--- src/rtl/dmem_sched.sv ---
// Data-memory scheduler: round-robin arbitration of C cores onto one memory
// port, with optional short ownership locks and a one-cycle read-return path.
module dmem_sched #(
    parameter int C       = 8,
    parameter int AW      = 16,
    parameter int DW      = 16,
    parameter int MAXHOLD = 4
) (
    input  logic                  clk,
    input  logic                  reset,
    input  logic [C-1:0]          req,
    input  logic [C-1:0]          we,
    input  logic [C-1:0]          lk,
    input  logic [C-1:0][AW-1:0]  adr,
    input  logic [C-1:0][DW-1:0]  wdat,
    output logic [C-1:0]          gnt,
    output logic                  mem_en,
    output logic                  mem_we,
    output logic [AW-1:0]         mem_adr,
    output logic [DW-1:0]         mem_wdat,
    input  logic [DW-1:0]         mem_rdata,
    output logic [C-1:0]          rvalid,
    output logic [DW-1:0]         rdata
);

    localparam int unsigned CU   = C;
    localparam int          PW   = $clog2(C);
    localparam logic [3:0]  HMAX = 4'(MAXHOLD - 1);

    typedef enum logic {ARB, HOLD} state_t;

    state_t          state, state_d;
    logic [PW-1:0]   ptr, ptr_d;
    logic [PW-1:0]   owner, owner_d;
    logic [3:0]      hcnt, hcnt_d;
    logic [PW-1:0]   sel;
    logic            sel_vld;
    logic [PW-1:0]   scan;

    // Grant selection and next-state: rotating scan in ARB, owner-only in HOLD.
    // ptr is left untouched in HOLD; it already points at owner+1 from entry.
    always_comb begin
        state_d = state;
        ptr_d   = ptr;
        owner_d = owner;
        hcnt_d  = hcnt;
        sel     = '0;
        sel_vld = 1'b0;
        scan    = '0;
        unique case (state)
            ARB: begin
                for (int unsigned k = 0; k < CU; k++) begin
                    scan = PW'((32'(ptr) + k) % CU);
                    if (!sel_vld && req[scan]) begin
                        sel     = scan;
                        sel_vld = 1'b1;
                    end
                end
                if (sel_vld) begin
                    ptr_d = PW'((32'(sel) + 32'd1) % CU);
                    if (lk[sel] && (MAXHOLD > 1)) begin
                        owner_d = sel;
                        hcnt_d  = 4'd1;
                        state_d = HOLD;
                    end
                end
            end
            HOLD: begin
                sel     = owner;
                sel_vld = req[owner];
                if (req[owner] && lk[owner] && (hcnt < HMAX)) begin
                    hcnt_d = hcnt + 4'd1;
                end else begin
                    hcnt_d  = '0;
                    state_d = ARB;
                end
            end
        endcase
        if (reset) begin
            sel_vld = 1'b0;
        end
    end

    // Memory-side outputs: granted core's fields, all zero when idle.
    always_comb begin
        gnt      = '0;
        mem_en   = 1'b0;
        mem_we   = 1'b0;
        mem_adr  = '0;
        mem_wdat = '0;
        if (sel_vld) begin
            gnt[sel] = 1'b1;
            mem_en   = 1'b1;
            mem_we   = we[sel];
            mem_adr  = adr[sel];
            mem_wdat = wdat[sel];
        end
    end

    // Read data is passed through while a read return is flagged.
    always_comb begin
        rdata = (|rvalid) ? mem_rdata : '0;
    end

    // State registers and the one-cycle read-valid pipeline.
    always_ff @(posedge clk) begin
        if (reset) begin
            state  <= ARB;
            ptr    <= '0;
            owner  <= '0;
            hcnt   <= '0;
            rvalid <= '0;
        end else begin
            state  <= state_d;
            ptr    <= ptr_d;
            owner  <= owner_d;
            hcnt   <= hcnt_d;
            rvalid <= gnt & ~we;
        end
    end

endmodule

--- config.mk ---
export PLATFORM = sky130hd
export DESIGN_NAME = dmem_sched
export DESIGN_NICKNAME = d
export VERILOG_FILES = /design/src/rtl/dmem_sched.sv
export SDC_FILE = /design/constraint.sdc
export NUM_CORES = 1
export LEC_CHECK = 0
export CORE_AREA = 5 5 139 141
export CTS_CLUSTER_DIAMETER = 150
export DETAILED_ROUTE_END_ITERATION = 8
export DIE_AREA = 0 0 144 146
export HOLD_SLACK_MARGIN = 0.1
export PLACE_DENSITY_LB_ADDON = 0.15
export SYNTH_ARGS = -nofsm -noshare
export SYNTH_HDL_FRONTEND = slang
export SYNTH_SLANG_ARGS = --single-unit
export TNS_END_PERCENT = 50
--- constraint.sdc ---
create_clock -name clk -period 5.4 [get_ports clk]
set_input_delay 0.81 -clock clk [delete_from_list [all_inputs] [get_ports clk]]
set_output_delay 0.81 -clock clk [all_outputs]
set_load 0.01 [all_outputs]
==> results of run 1 <==
## worst max-delay path, stage by stage
cell	delay [ps]
clkdlybuf4s50_1	430
buf_4	180
mux2_1	310
mux4_2	510
o311a_1	170
a2111o_1	360
a32oi_2	200
buf_4	160
nor2_2	40
inv_2	70
o31ai_4	80
buf_12	170
buf_8	150
a31oi_1	160
and3_1	170
clkdlybuf4s50_1	530
## what timing repair did
item	4_1_cts	5_1_grt
resized for setup	36	39
pin swaps	0	4
endpoints found under the hold margin	0	0
buffers inserted	0	4
gates cloned	1	0
endpoints found under the setup margin	34	25
## stage by stage
stage	hold WS, ps	total power [mW]
after global placement	418.1	6.117
after floorplan	408.3	3.448
after CTS	431.6	6.382
final	428.3	6.469
after global routing	458.7	6.975
after detailed placement	422.1	6.109
## cell families after synthesis
family,Yosys count
AO/OA/AOI/OAI,133
XOR/XNOR,6
adder cells (fa/ha/maj),4
buffers and inverters,72
flip-flops,19
multiplexers,78
AND/OR/NAND/NOR,314
## sequential cells by signal, summed over array words and instances (netlist names)
register,count
hcnt,4
owner,3
ptr,3
rvalid,8
state,1
## cell usage after synthesis, drive strengths merged, types with 14 or more instances
library cell	number
buf	38
nor2	14
nand2	187
o221ai	16
and3	27
a31oi	27
a32oi	28
clkbuf	22
mux4	18
nand3	29
and2	18
mux2i	48
dfxtp	19
## power by group through the flow
stage	Clock (mW)	Sequential, mW	Combinational (mW)
2_1_floorplan	0	0.210	3.24
5_1_grt	0.164	0.230	6.58
6_report	0.153	0.225	6.09
3_3_place_gp	0	0.226	5.89
4_1_cts	0.157	0.225	6.00
3_5_place_dp	0	0.228	5.88
## final cells by class
class	count	area (um2)	area share
Clock inverter	1	7.507	0.0008095
Tap cell	229	286.5	0.03090
Clock buffer	3	75.07	0.008095
Inverter	12	45.04	0.004857
Timing Repair Buffer	449	4566	0.4923
Multi-Input combinational cell	535	3914	0.4220
Sequential cell	19	380.4	0.04101
## path summary, 6_finish.rpt
path / end / startpoint / slack [ps] / cells after the start
max: mem_wdat[10] / req[3] / 80 / 16
min: hcnt[3]$_SDFFE_PP0P_ / hcnt[3]$_SDFFE_PP0P_ / 430 / 2
max reg2reg: owner[1]$_SDFFE_PP0P_ / ptr[0]$_SDFFE_PP0P_ / 1140 / 13
min reg2reg: hcnt[3]$_SDFFE_PP0P_ / hcnt[3]$_SDFFE_PP0P_ / 430 / 2
## metal layers
layer / up-vias / part of all wire
met4: 0 / 0.023
met5: - / 0
met2: 297 / 0.50
li1: 3132 / -
met1: 2967 / 0.39
met3: 36 / 0.084
==> results.cfg, run 1 <==
[layout]
fin_util = 0.5198
drive_gt1_frac = 0.1570
nFillCells = 1732
syn_to_final_growth_pct = 108.0
fin_area_um2 = 9274
instances_no_fill = 1248
final_cell_mix = clkdlybuf4s50_1 (328), nand2_1 (185), buf_4 (60), mux2i_1 (44), nand3_1 (29)
diodes = 0
layout_commonest_cell = clkdlybuf4s50_1
nets = 1322

[detailed_routing]
dr.pass1.iters = 5
drtAntennaViolNets = 0
viasPerCell = 5.154
vias = 6432
post_drt_wl_per_cell_um = 20.27
drc = 0
wirelength_um = 25290
dr.first_iter.drc_count = 286

[sta]
tns_ps = 0
fmax_mhz = 187.9
finalClockSkew_ps = 2.868
post-route-period-util = 0.9856
hold_viol = 0
worst_pin_slew_ps = 563.8
finalCriticalPeriod_ps = 5322
rsz0062_at_grt = true
relSlewSlack = 0.6192
setup_slack_ps = 77.81
setup_violations = 0
slew_violations = 0

[power]
p_leak_nw = 3.884
power.switching_mw = 3.155
p_int_mw = 3.314
p_seq_frac = 0.035
vdd_drop_max_mv = 0.3189
p_sw_frac = 0.4877
p_comb_frac = 0.942
clockPowerShare = 0.024
power.density_nw_per_um2 = 697.5

[synth]
synth_top_family_by_area = simple AND/OR/NAND/NOR gates
syn_area_um2 = 4458
syn_area_per_cell_um2 = 7.121
ys_types = 74
yosysSeqAreaShare = 0.08532
synthFlopType = dfxtp_1
synth_top_area_share = 0.1566
synth_mux_area_frac = 0.2324
synth_seq_cells = 19
synth_top_area_cell = nand2_1
ys_top_cells_by_area = nand2_1 (16%), mux2i_1 (11%), mux4_2 (9.1%), dfxtp_1 (8.5%), a32oi_1 (5.3%)
synth_simple_gate_area_frac = 0.3225
synth-compound-area-share = 0.2582
synth_warnings = 0
netlist_instances = 626
synth_nets = 928
yosys.area_share.adder = 0.01123
async_flop_share = 0
synth-edff-count = 0
synth-xor-area-share = 0.01347

[cts]
cts_tree = done
ctsHoldBuffers = 0
cts_max_level = 1
clk_latency_ps = 250
root_buffer = clkbuf_16
cts-buffers-inserted = 3
clk_pin_slew_worst_paths_ps = 60
clkSinkCount = 19
cts_max_path_buffers = 2

[floorplan]
die_h_um = 146
ios = 364
die_area_um2 = 21020
die_w_um = 144
fp-row-count = 49
initial_core_util = 0.2499
core_um2 = 17840

[grt]
grt-busiest-layer = met2
grt-ovfl-total = 0
grt_antenna_before_repair = 0
grt_start_max_net_pins = 37
grt_pass1_wl_um = 37670
grt.total_usage = 0.2245
grt_util_met3 = 0.04995
grt_use_met1 = 0.2678
grt_util_met2 = 0.4071
grt_pass1_vias = 6531

[worst_setup_path]
crit_type = in -> out
startpoint_type = primary input
required_ps = 4590
cp-end-kind = output port
crit_arrival_ps = 4510
critPathMaxFanout = 15

[place]
dp_cells = 1239
gp_congestion = 0.8896
placed_area_um2 = 8936
dp_hpwl_um = 20720
io_buffers = 363
place_ws_ps = -126.2

[flow_run]
maxCapViolCount = 0

[worst_hold_path]
hold_path.class = reg -> reg

[run_status]
status = finished, final reports clean
(Power assumes the default switching activity.)
==> run 2, diff against run 1 <==
--- a/config.mk
+++ b/config.mk
@@ -5,6 +5,7 @@
 export SDC_FILE = /design/constraint.sdc
 export NUM_CORES = 1
 export LEC_CHECK = 0
+export CAP_MARGIN = 20
 export CORE_AREA = 5 5 139 141
 export CTS_CLUSTER_DIAMETER = 150
 export DETAILED_ROUTE_END_ITERATION = 8
==> results of run 2 <==
Final layout, timing and power as in run 1 (identical DEF).
==> run 3, diff against run 2 <==
--- a/config.mk
+++ b/config.mk
@@ -12,6 +12,7 @@
 export DIE_AREA = 0 0 144 146
 export HOLD_SLACK_MARGIN = 0.1
 export PLACE_DENSITY_LB_ADDON = 0.15
+export SKIP_CTS_REPAIR_TIMING = 1
 export SYNTH_ARGS = -nofsm -noshare
 export SYNTH_HDL_FRONTEND = slang
 export SYNTH_SLANG_ARGS = --single-unit
==> results.cfg, run 3 (synthesis gave the netlist of run 1 again) <==
[cts]
clkSinkCount = 19
cts_tree = done
clk_latency_ps = 250
cts_max_path_buffers = 2
root_buffer = clkbuf_16
cts_max_level = 1
cts-buffers-inserted = 3
clk_pin_slew_worst_paths_ps = 60

[sta]
holdWs_ps = 428.3
rsz0062_at_grt = true
hold_viol = 0
tns_ps = -13.23
relSlewSlack = 0.6203
finalCriticalPeriod_ps = 5413
setup_violations = 1
post-route-period-util = 1.002
slew_violations = 0
fmax_mhz = 184.7
finalClockSkew_ps = 3.079
worst_pin_slew_ps = 562.2
setup_slack_ps = -13.23

[worst_hold_path]
hold_path.class = reg -> reg

[place]
gp_congestion = 0.8896
dp_hpwl_um = 20720
io_buffers = 363

[worst_setup_path]
slowest_delay_ps = 510
critPathSlowestCell = mux4_2
crit_type = in -> out
crit_arrival_ps = 4600
path_delay_family = buffers and inverters
startpoint_type = primary input
worstPathCellList = clkdlybuf4s50_1 -> buf_4 -> mux2_1 -> mux4_2 -> o311a_1 -> a2111o_1 -> a32oi_2 -> o31ai_1 -> buf_4 -> or2_1 -> buf_12 -> o221ai_1 -> a211oi_2 -> clkdlybuf4s50_1
required_ps = 4590
cp-end-kind = output port
critPathMaxFanout = 18
path_buf_inv = 5

[grt]
grt-ovfl-total = 0
grt_pass1_wl_um = 37260
grt.total_usage = 0.2218
grt_pass1_vias = 6467
grt_start_max_net_pins = 37
grt_antenna_before_repair = 1

[layout]
regMostFlops = rvalid
drive_gt1_frac = 0.1520
seqCellArea_um2 = 380.4
diodes = 0
final_cell_mix = clkdlybuf4s50_1 (332), nand2_1 (185), buf_4 (63), mux2i_1 (45), dlymetal6s2s_1 (31)
largest_register_ffs = 8
multiInputGateArea_um2 = 3882
nFillCells = 1731
largestRegisters = rvalid: 8 flops, hcnt: 4 flops
nets = 1323
layout_commonest_cell = clkdlybuf4s50_1
syn_to_final_growth_pct = 109.0

[floorplan]
die_w_um = 144
core_um2 = 17840
die_h_um = 146
fp-row-count = 49
initial_core_util = 0.2499
ios = 364
die_area_um2 = 21020

[detailed_routing]
post_drt_wl_per_cell_um = 20.29
dr.first_iter.drc_count = 258
drtAntennaViolNets = 0
viasPerCell = 5.157
dr.pass1.iters = 5
wirelength_um = 25350
vias = 6441
drc = 0

[power]
p_leak_nw = 4.049
vdd_drop_max_mv = 0.3327
power.density_nw_per_um2 = 698.6

[run_status]
status = finished with violations
violations = negative setup slack

[flow_run]
maxCapViolCount = 0
==> run 3: cell types whose count changed in the layout (fill, tap and decap cells not counted), moves of 3 or more <==
cell | before | now
clkdlybuf4s50_1 | 328 | 332
dlygate4sd2_1 | 18 | 0
buf_4 | 60 | 63
dlymetal6s2s_1 | 16 | 31
==> run 3: power by group <==
| group | switching, mW | internal (mW) | leakage, nW |
|---|---|---|---|
| Combinational | 3.04 | 3.09 | 3.86 |
| Sequential | 0.0465 | 0.177 | 0.155 |
| Clock | 0.0532 | 0.100 | 0.0371 |
| Total | 3.14 | 3.36 | 4.05 |
==> run 3: layer usage <==
layer,global-route usage,routed length (um),vias up
met1,0.2672,9929,2984
met3,0.04962,2156,30
li1,-,-,3138
met2,0.4029,12800,289
met5,0,0,-
met4,0.03861,462,0
==> run 3: worst paths after layout <==
check                           to  slack, ps  depth (start not counted)                  from
max                    mem_adr[13]        -10                         14                req[3]
min           hcnt[3]$_SDFFE_PP0P_        430                          2  hcnt[3]$_SDFFE_PP0P_
max reg2reg  owner[1]$_SDFFE_PP0P_       1130                         12   ptr[0]$_SDFFE_PP0P_
min reg2reg   hcnt[3]$_SDFFE_PP0P_        430                          2  hcnt[3]$_SDFFE_PP0P_
==> run 3: final cells by class <==
class                   instances  area share
well taps                     229     0.03076
flip-flops and latches         19     0.04083
inverters                      12    0.004835
clock inverters                 1   0.0008059
clock buffers                   3    0.008059
multi-input cells             535      0.4168
repair buffers                450      0.4979
==> run 3: stage by stage <==
| stage | setup slack, ps | util | instances | power, mW | instance area (um2) |
|---|---|---|---|---|---|
| after CTS | -151.3 | 0.5055 | 1243 | 6.290 | 9019 |
| final | -13.23 | 0.5221 | 1249 | 6.507 | 9315 |
| after global routing | -178.4 | 0.5221 | 1249 | 7.012 | 9315 |
| after global placement | -105.0 | 0.5009 | 1239 | 6.117 | 8936 |
| after floorplan | 363.5 | - | 626 | 3.448 | 4458 |
| after detailed placement | -126.2 | 0.5009 | 1239 | 6.109 | 8936 |
==> run 3: tightest hold or removal path: stages, from the launching register on <==
cell and delay [ps]:
dfxtp_1 310, inv_1 50, nor2_1 30
